===== config.mk =====
export PLATFORM = sky130hd
export DESIGN_NAME = io_dev_arbiter
export DESIGN_NICKNAME = d
export VERILOG_FILES = /design/src/rtl/io_dev_arbiter.sv
export SDC_FILE = /design/constraint.sdc
export NUM_CORES = 1
export LEC_CHECK = 0
export ABC_CLOCK_PERIOD_IN_PS = 3050
export BUFFER_PORTS_ARGS = -buffer_cell sky130_fd_sc_hd__clkbuf_2
export CAP_MARGIN = 30
export CORE_MARGIN = 2
export CORE_UTILIZATION = 54
export DETAILED_ROUTE_END_ITERATION = 7
export PLACE_DENSITY = 0.79
export RECOVER_POWER = 25
export SYNTH_ARGS = -nofsm -noshare
export SYNTH_HDL_FRONTEND = slang
export SYNTH_SLANG_ARGS = --single-unit

===== constraint.sdc =====
create_clock -name clk -period 3.05 [get_ports clk]
set_input_delay 0.4575 -clock clk [delete_from_list [all_inputs] [get_ports clk]]
set_output_delay 0.4575 -clock clk [all_outputs]
set_load 0.05 [all_outputs]

===== src/rtl/io_dev_arbiter.sv =====
// Shares the I/O unit's 5-bit input and output channels between the tape reader and keyboard
// on the input side, and the printer and punch on the output side. All channels use four-phase rdy/ack.
module io_dev_arbiter #(
    parameter int FIFO_DEPTH = 4
) (
    input  logic                          clk,
    input  logic                          reset,
    input  logic                          tape_rdy_from_dev,
    output logic                          tape_ack_to_dev,
    input  logic [4:0]                    tape_data_from_dev,
    input  logic                          kbd_rdy_from_dev,
    output logic                          kbd_ack_to_dev,
    input  logic [4:0]                    kbd_data_from_dev,
    input  logic                          tape_en_from_pnl,
    input  logic                          kbd_en_from_pnl,
    output logic                          input_rdy_to_io,
    input  logic                          input_ack_from_io,
    output logic [4:0]                    input_data_to_io,
    input  logic                          output_rdy_from_io,
    output logic                          output_ack_to_io,
    input  logic [4:0]                    output_data_from_io,
    output logic                          prn_rdy_to_dev,
    input  logic                          prn_ack_from_dev,
    output logic [4:0]                    prn_data_to_dev,
    output logic                          pun_rdy_to_dev,
    input  logic                          pun_ack_from_dev,
    output logic [4:0]                    pun_data_to_dev,
    input  logic                          prn_en_from_pnl,
    input  logic                          pun_en_from_pnl,
    output logic [$clog2(FIFO_DEPTH):0]   fifo_count,
    output logic                          busy_to_pnl
);

    localparam int AW = $clog2(FIFO_DEPTH);
    localparam int CW = AW + 1;

    typedef enum logic [1:0] {I_IDLE, I_DACK, I_RDY, I_WAIT} in_state_t;
    typedef enum logic       {A_IDLE, A_ACK}                 acc_state_t;
    typedef enum logic       {D_IDLE, D_SEND}                drn_state_t;

    // ------------------------------------------------------------------
    // Input side: round-robin between tape and keyboard
    // ------------------------------------------------------------------
    in_state_t  i_state;
    logic       gnt_kbd;
    logic       last_kbd;
    logic [4:0] char_q;
    logic       tape_req;
    logic       kbd_req;
    logic       pick_kbd;

    assign tape_req = tape_en_from_pnl & tape_rdy_from_dev;
    assign kbd_req  = kbd_en_from_pnl & kbd_rdy_from_dev;
    // On a tie the keyboard wins unless it was the one served last.
    assign pick_kbd = kbd_req & (~tape_req | ~last_kbd);

    assign input_data_to_io = char_q;

    // NOTE: sequential state uses non-blocking assignments so every register
    // samples the values from before the edge, independent of statement order.
    always_ff @(posedge clk) begin
        if (reset) begin
            i_state         <= I_IDLE;
            gnt_kbd         <= 1'b0;
            last_kbd        <= 1'b0;
            char_q          <= '0;
            tape_ack_to_dev <= 1'b0;
            kbd_ack_to_dev  <= 1'b0;
            input_rdy_to_io <= 1'b0;
        end else begin
            case (i_state)
                I_IDLE: begin
                    if (tape_req | kbd_req) begin
                        gnt_kbd         <= pick_kbd;
                        char_q          <= pick_kbd ? kbd_data_from_dev : tape_data_from_dev;
                        tape_ack_to_dev <= ~pick_kbd;
                        kbd_ack_to_dev  <= pick_kbd;
                        i_state         <= I_DACK;
                    end
                end
                I_DACK: begin
                    if (!(gnt_kbd ? kbd_rdy_from_dev : tape_rdy_from_dev)) begin
                        tape_ack_to_dev <= 1'b0;
                        kbd_ack_to_dev  <= 1'b0;
                        input_rdy_to_io <= 1'b1;
                        i_state         <= I_RDY;
                    end
                end
                I_RDY: begin
                    if (input_ack_from_io) begin
                        input_rdy_to_io <= 1'b0;
                        i_state         <= I_WAIT;
                    end
                end
                I_WAIT: begin
                    if (!input_ack_from_io) begin
                        last_kbd <= gnt_kbd;
                        i_state  <= I_IDLE;
                    end
                end
                default: i_state <= I_IDLE;
            endcase
        end
    end

    // ------------------------------------------------------------------
    // Output side: accept into FIFO, drain to printer and/or punch
    // ------------------------------------------------------------------
    acc_state_t a_state;
    drn_state_t d_state;
    logic [4:0]    mem [FIFO_DEPTH];
    logic [AW-1:0] wr_ptr;
    logic [AW-1:0] rd_ptr;
    logic          fifo_full;
    logic          fifo_empty;
    logic          push;
    logic          pop;
    logic          sel_prn, sel_pun;
    logic          got_prn, got_pun;
    logic          done_prn, done_pun;
    logic          all_done;
    logic [4:0]    head;

    assign fifo_full  = (fifo_count == CW'(FIFO_DEPTH));
    assign fifo_empty = (fifo_count == '0);
    assign head       = mem[rd_ptr];
    assign all_done   = (~sel_prn | done_prn) & (~sel_pun | done_pun);
    assign push       = (a_state == A_IDLE) & output_rdy_from_io & ~fifo_full;
    // A character with no enabled sink is discarded straight from D_IDLE.
    assign pop        = ((d_state == D_IDLE) & ~fifo_empty & ~prn_en_from_pnl & ~pun_en_from_pnl)
                      | ((d_state == D_SEND) & all_done);

    assign busy_to_pnl = (i_state != I_IDLE) | ~fifo_empty;

    always_ff @(posedge clk) begin
        if (reset) begin
            a_state          <= A_IDLE;
            output_ack_to_io <= 1'b0;
        end else begin
            case (a_state)
                A_IDLE: begin
                    if (push) begin
                        output_ack_to_io <= 1'b1;
                        a_state          <= A_ACK;
                    end
                end
                A_ACK: begin
                    if (!output_rdy_from_io) begin
                        output_ack_to_io <= 1'b0;
                        a_state          <= A_IDLE;
                    end
                end
                default: a_state <= A_IDLE;
            endcase
        end
    end

    // NOTE: the storage array has no reset; validity is tracked by the
    // pointers and count alone, which keeps the array plain RAM.
    always_ff @(posedge clk) begin
        if (push) mem[wr_ptr] <= output_data_from_io;
    end

    always_ff @(posedge clk) begin
        if (reset) begin
            wr_ptr     <= '0;
            rd_ptr     <= '0;
            fifo_count <= '0;
        end else begin
            if (push) wr_ptr <= wr_ptr + 1'b1;
            if (pop)  rd_ptr <= rd_ptr + 1'b1;
            case ({push, pop})
                2'b10:   fifo_count <= fifo_count + 1'b1;
                2'b01:   fifo_count <= fifo_count - 1'b1;
                default: fifo_count <= fifo_count;
            endcase
        end
    end

    always_ff @(posedge clk) begin
        if (reset) begin
            d_state         <= D_IDLE;
            sel_prn         <= 1'b0;
            sel_pun         <= 1'b0;
            got_prn         <= 1'b0;
            got_pun         <= 1'b0;
            done_prn        <= 1'b0;
            done_pun        <= 1'b0;
            prn_rdy_to_dev  <= 1'b0;
            pun_rdy_to_dev  <= 1'b0;
            prn_data_to_dev <= '0;
            pun_data_to_dev <= '0;
        end else begin
            case (d_state)
                D_IDLE: begin
                    if (!fifo_empty) begin
                        sel_prn  <= prn_en_from_pnl;
                        sel_pun  <= pun_en_from_pnl;
                        got_prn  <= 1'b0;
                        got_pun  <= 1'b0;
                        done_prn <= 1'b0;
                        done_pun <= 1'b0;
                        if (prn_en_from_pnl | pun_en_from_pnl) d_state <= D_SEND;
                    end
                end
                D_SEND: begin
                    if (all_done) begin
                        sel_prn  <= 1'b0;
                        sel_pun  <= 1'b0;
                        got_prn  <= 1'b0;
                        got_pun  <= 1'b0;
                        done_prn <= 1'b0;
                        done_pun <= 1'b0;
                        d_state  <= D_IDLE;
                    end else begin
                        // Each sink runs its own handshake; done only after its ack falls.
                        if (sel_prn && !done_prn) begin
                            if (!got_prn) begin
                                if (prn_ack_from_dev) begin
                                    prn_rdy_to_dev <= 1'b0;
                                    got_prn        <= 1'b1;
                                end else begin
                                    prn_rdy_to_dev  <= 1'b1;
                                    prn_data_to_dev <= head;
                                end
                            end else if (!prn_ack_from_dev) begin
                                done_prn <= 1'b1;
                            end
                        end
                        if (sel_pun && !done_pun) begin
                            if (!got_pun) begin
                                if (pun_ack_from_dev) begin
                                    pun_rdy_to_dev <= 1'b0;
                                    got_pun        <= 1'b1;
                                end else begin
                                    pun_rdy_to_dev  <= 1'b1;
                                    pun_data_to_dev <= head;
                                end
                            end else if (!pun_ack_from_dev) begin
                                done_pun <= 1'b1;
                            end
                        end
                    end
                end
                default: d_state <= D_IDLE;
            endcase
        end
    end

endmodule


# Word-level counts from Yosys, hierarchy flattened

Memory sizes are Yosys's and may differ from the RTL's. A register that Yosys moved wholly into a read port is not among the register bits.
Index checks and enable logic that the tools add are counted.

Memories: 1
Input port bits: 27
Bits in writable memories: 20
Output and inout port bits: 25
Bits in registers: 40
Word-level logic and storage cells: 164

Memory list:

| memory | words | bits a word | rd ports | clocked after memory_dff | wr ports | RTL line | text |
|---|---|---|---|---|---|---|---|
| mem    | 4     | 5           | 1        | 1                        | 1        | 111      | `logic [4:0] mem [FIFO_DEPTH];` |

Add/subtract/negate cells: 4
Bitwise gates (word level): 34
Multiplexer cells: 57
Reductions and logical operators: 25
Equal/unequal tests: 20

Operators with widths:

| cell                  | number |
|---|---|
| $mux W1               | 36 |
| $pmux W1 S2           | 12 |
| $reduce_and A4 Y1     | 5 |
| $not A1 Y1            | 17 |
| $ne A2 B2 Y1 const B  | 7 |
| $mux W2               | 6 |
| $ne A3 B1 Y1 const B  | 4 |
| $reduce_and A2 Y1     | 6 |
| $and A1 B1 Y1         | 10 |
| $reduce_and A5 Y1     | 2 |
| $pmux W2 S4           | 1 |
| $reduce_bool A2 Y1    | 4 |
| $or A1 B1 Y1          | 7 |
| $eq A2 B2 Y1 const B  | 3 |
| $ne A3 B2 Y1 const B  | 2 |
| $pmux W3 S2           | 1 |
| $reduce_and A3 Y1     | 2 |
| $mux W5               | 1 |
| $add A2 B1 Y2 const B | 2 |
| $eq A2 B1 Y1 const B  | 2 |
| $add A3 B1 Y3 const B | 1 |
| $eq A3 B3 Y1 const B  | 1 |
| $logic_not A3 Y1      | 1 |
| $sub A3 B1 Y3 const B | 1 |
| other kinds (4)       | 6 |

# Logic depth before layout (Yosys ltp)

Depth in word-level cells: 8
Mapped depth: 8
Depth with buffers taken out: 7

# Worst setup path after synthesis

Ideal clock, no wire load.

Kind: register -> register
From: register fifo_count[0]
To: register fifo_count[2]
Path slack: 615 ps
Arrival: 2311 ps
Stages on the path, launching flop included: 8
Path buffers: 0
Clock period less this slack: 2435 ps
Setup time: 123 ps
Data required time: 2927 ps
Cell sequence: dfxtp_1 > or3_4 > a32oi_4 > nor2_1 > fa_1 > and4_1 > mux2i_1 > mux2_1

Word-level cells in the longest chain between the ends: 8
Elaborated cells on any way between the ends: 15
Classes of those cells: 2 x add/sub; 3 x eq/ne; 1 x mux; 7 x bitwise; 2 x reduce/logical

RTL lines:

| item                                              | RTL line | text |
|---|---|---|
| start, declared                                   | 30       | `output logic [$clog2(FIFO_DEPTH):0] fifo_count,` |
| start signal, assigned                            | 173      | `2'b10: fifo_count <= fifo_count + 1'b1;` |
| start signal, assigned                            | 174      | `2'b01: fifo_count <= fifo_count - 1'b1;` |
| start signal, assigned                            | 175      | `default: fifo_count <= fifo_count;` |
| $logic_not A3 Y1                                  | 125      | `assign fifo_empty = (fifo_count == '0);` |
| $not A1 Y1                                        | 130      | `assign pop = ((d_state == D_IDLE) & ~fifo_empty & ~prn_en_from_pnl & ~pun_en_from_pnl)` |
| $and A1 B1 Y1 (3 in series)                       | 130      |  |
| $or A1 B1 Y1                                      | 131      | `\| ((d_state == D_SEND) & all_done);` |
| $eq A2 B1 Y1 or $eq A2 B2 Y1 (tied branches)      | 172      | `case ({push, pop})` |
| $pmux W3 S2 or $reduce_bool A2 Y1 (tied branches) | -        |  |

Parallel ways exist; a longest one is shown, timed or not.
A chain may end at the register's enable or synchronous reset.

# Worst setup path in the final report

From: register d_state
To: register fifo_count[2]

Word-level cells in the longest chain between the ends: 7
Elaborated cells on any way between the ends: 10
Classes of those cells: 2 x eq/ne; 1 x mux; 6 x bitwise; 1 x reduce/logical

RTL lines:

| item                                              | RTL line | text |
|---|---|---|
| start, declared                                   | 110      | `drn_state_t d_state;` |
| start signal, assigned                            | 182      | `d_state <= D_IDLE;` |
| start signal, assigned                            | 203      | `if (prn_en_from_pnl \| pun_en_from_pnl) d_state <= D_SEND;` |
| start signal, assigned                            | 214      | `d_state <= D_IDLE;` |
| $not A1 Y1                                        | -        |  |
| $and A1 B1 Y1 (3 in series)                       | 130      |  |
| $or A1 B1 Y1 *                                    | 131      |  |
| $eq A2 B1 Y1 or $eq A2 B2 Y1 (tied branches)      | 172      |  |
| $pmux W3 S2 or $reduce_bool A2 Y1 (tied branches) | -        |  |

Mark *: on every way between the ends. The rest lies on a longest branch, timed or not.

==> impl_metrics.py <==
metrics = {
    "clock_tree": {
        "cts_buffer_depth": 2,
        "htreeDepth": 3,
        "cts_resized": 0,
        "cts_tree": "built",
        "cts-hold-fix-buffers": 0,
        "postCtsSetupBuffers": 0,
        "numCtsBuffers": 9,
        "clockRootBuffer": "clkbuf_8",
        "clk_pin_slew_ps": 70,
        "cts_sinks": 62,
        "clk_latency_ps": 340,
    },
    "detailed_routing": {
        "drtIter0Drc": 91,
        "drtPass1Iterations": 4,
        "vias": 1895,
        "via_per_inst": 5.26,
        "postRouteAntennaNets": 0,
        "drcViolationCount": 0,
        "wl_per_cell_um": 14.6,
        "wl_um": 5240,
    },
    "synthesis": {
        "ys_warn_count": 0,
        "synthMuxAreaShare": 0.141,
        "ys_ff_latch": 62,
        "async_flop_share": 0,
        "synthXorXnorAreaFrac": 0.0125,
        "synth_compound_area_frac": 0.0977,
        "synth_cell_type_count": 48,
        "syn-num-nets": 269,
        "synth_cells": 233,
        "seq_area_frac_synth": 0.534,
        "synth_edf_count": 20,
        "synth_top_family_by_area": "simple AND/OR/NAND/NOR gates",
        "postSynthAreaPerCell_um2": 11.6,
        "synth-simple-area-share": 0.142,
        "ys.flop_type": "dfxtp_1",
        "syn_area_mm2": 0.00270,
        "synth_fa_ha_area_frac": 0.0445,
    },
    "critical_path": {
        "crit_path_top_delay_cell": "dfxtp_1",
        "critPathKind": "reg2reg",
        "end_kind": "register",
        "cp_max_fo": 13,
        "critPathMaxStageDelay_ps": 600,
        "required_ps": 3280,
        "crit_chain": "nor3_1 -> a32oi_4 -> nor2_1 -> fa_1 -> and4_1 -> mux2i_1 -> mux2_1",
        "cp-start-kind": "register",
        "crit_arrival_ps": 2610,
        "cp.buffers_inverters": 0,
        "r2r_start": "d_state",
        "path_delay_family": "flip-flops",
        "startpoint": "d_state",
    },
    "final_layout": {
        "layout.nets": 324,
        "final_cell_mix": "42 x dfxtp_1, 42 x clkbuf_2, 37 x nor2_1, 22 x mux2i_1, 20 x edfxtp_1",
        "n_fill_cell": 386,
        "final_area_mm2": 0.00317,
        "syn_to_final_growth_pct": 17.4,
        "num_antenna_cells": 0,
        "drive_above_1_share": 0.256,
    },
    "pwr": {
        "powerDensity_mw_per_mm2": 874,
        "leakage_nw": 1.25,
        "worst_ir_drop_vdd_mv": 0.584,
    },
    "flow_run": {
        "max_cap_violations": 1,
    },
    "timing": {
        "skew_ps": 7.05,
        "fin_crit_sh": 0.781,
        "period_needed_ps": 2380,
        "rsz0062_at_grt": "no",
        "fin_ws_ps": 667,
        "worst_slew_margin_rel": -0.196,
        "setup_viol": 0,
        "slew_violations": 43,
        "tightest_slew_ps": 1790,
        "hold_viol": 0,
        "fmax_ghz": 0.420,
        "setup_tns_ps": 0,
        "holdWs_ps": 374,
    },
    "die": {
        "fp.dieW_um": 74.7,
        "start_util": 0.564,
        "rows": 25,
        "core_mm2": 0.00479,
        "fp.dieH_um": 74.7,
        "dieArea_mm2": 0.00558,
        "ioPinCount": 52,
    },
    "grt": {
        "grt_pass1_vias": 1853,
        "gr-total-overflow": 0,
        "grt_max_degree": 43,
        "grt_use_total": 0.210,
        "grt_pass1_wl_um": 8560,
        "antenna_found_initial": 0,
    },
    "place": {
        "dp_slack_ps": 698,
        "placed_cell_area_mm2": 0.00301,
        "globalplace.congestion": 0.740,
        "dp_hpwl_um": 3650,
        "numPortBuffers": 51,
    },
    "worst_hold_path": {
        "min_path_type": "in2reg",
        "worstHoldStart": "output_data_from_io[0]",
    },
    "status": {
        "outcome": "finished with violations",
        "violations": "max-capacitance violations, max-slew violations",
    },
}
## kinds of logic (layout without fill, tap and decap cells)
| logic type | after synthesis | count (layout) |
|---|---|---|
| and+or+nand+nor | 74 | 74 |
| adders and majority gates | 9 | 9 |
| AOI/OAI and AO/OA | 36 | 36 |
| muxes | 31 | 31 |
| DFF | 62 | 62 |
| xor gates and xnor gates | 3 | 3 |
| buffers and inverters | 18 | 78 |
## metal layers
layer	GRT usage	wire length [um]
met2	0.342	2530
met3	0.0522	222
met5	0	0
met4	0.117	140
met1	0.256	2350
## Yosys cell counts, types with 4 or more instances
library cell | count | share of area
nand2_1 | 6 | 0.0083
a31oi_1 | 5 | 0.012
inv_1 | 10 | 0.014
clkbuf_1 | 6 | 0.0083
a211oi_1 | 6 | 0.017
edfxtp_1 | 20 | 0.22
ha_1 | 8 | 0.037
nor2b_1 | 4 | 0.0093
mux4_2 | 5 | 0.042
a21oi_1 | 10 | 0.019
mux2i_1 | 22 | 0.082
o21ai_0 | 5 | 0.0093
dfxtp_1 | 42 | 0.31
nor2_1 | 37 | 0.051
and2_1 | 4 | 0.0093
nor3_1 | 5 | 0.0093
## metrics by stage
step / instances / power [mW] / utilization
6_report: 360 / 2.77 / 0.663
5_1_grt: 360 / 2.94 / 0.663
4_1_cts: 360 / 2.79 / 0.665
3_5_place_dp: 344 / 2.16 / 0.629
3_3_place_gp: 344 / 2.12 / 0.629
2_1_floorplan: 233 / 1.93 / -
## worst register-to-register path: stages (launching register included)
cell and delay (ps):
dfxtp_1 600, nor3_1 180, a32oi_4 340, nor2_1 110, fa_1 400, and4_1 160, mux2i_1 160, mux2_1 330
## final timing paths
kind	endpoint	slack, ps	depth (start not counted)
setup reg to reg	fifo_count[2]	670	7
hold / removal	mem[0][0]	370	1
setup / recovery	fifo_count[2]	670	7
hold reg to reg	pun_rdy_to_dev	480	2
## layout make-up
cell class                      instances  area [um2]  area share
Clock inverter                          7        50.0      0.0158
Multi-Input combinational cell        153        1180       0.373
Inverter                               10        37.5      0.0118
Clock buffer                            9         124      0.0391
Tap cell                               67        83.8      0.0264
Timing Repair Buffer                   52         251      0.0793
Sequential cell                        62        1440       0.454
## report_power, final
group / switching (mW) / internal (mW) / total [mW]
Combinational: 0.645 / 0.384 / 1.03
Sequential: 0.122 / 0.991 / 1.11
Clock: 0.335 / 0.295 / 0.630
## flip-flops by register name, indices dropped and copies added, names as in the netlist, 2 cells and up, named ones only
| signal | count |
|---|---|
| mem | 20 |
| input_data_to_io | 5 |
| prn_data_to_dev | 5 |
| pun_data_to_dev | 5 |
| fifo_count | 3 |
| i_state | 2 |
| rd_ptr | 2 |
| wr_ptr | 2 |
(Power assumes the default switching activity.)
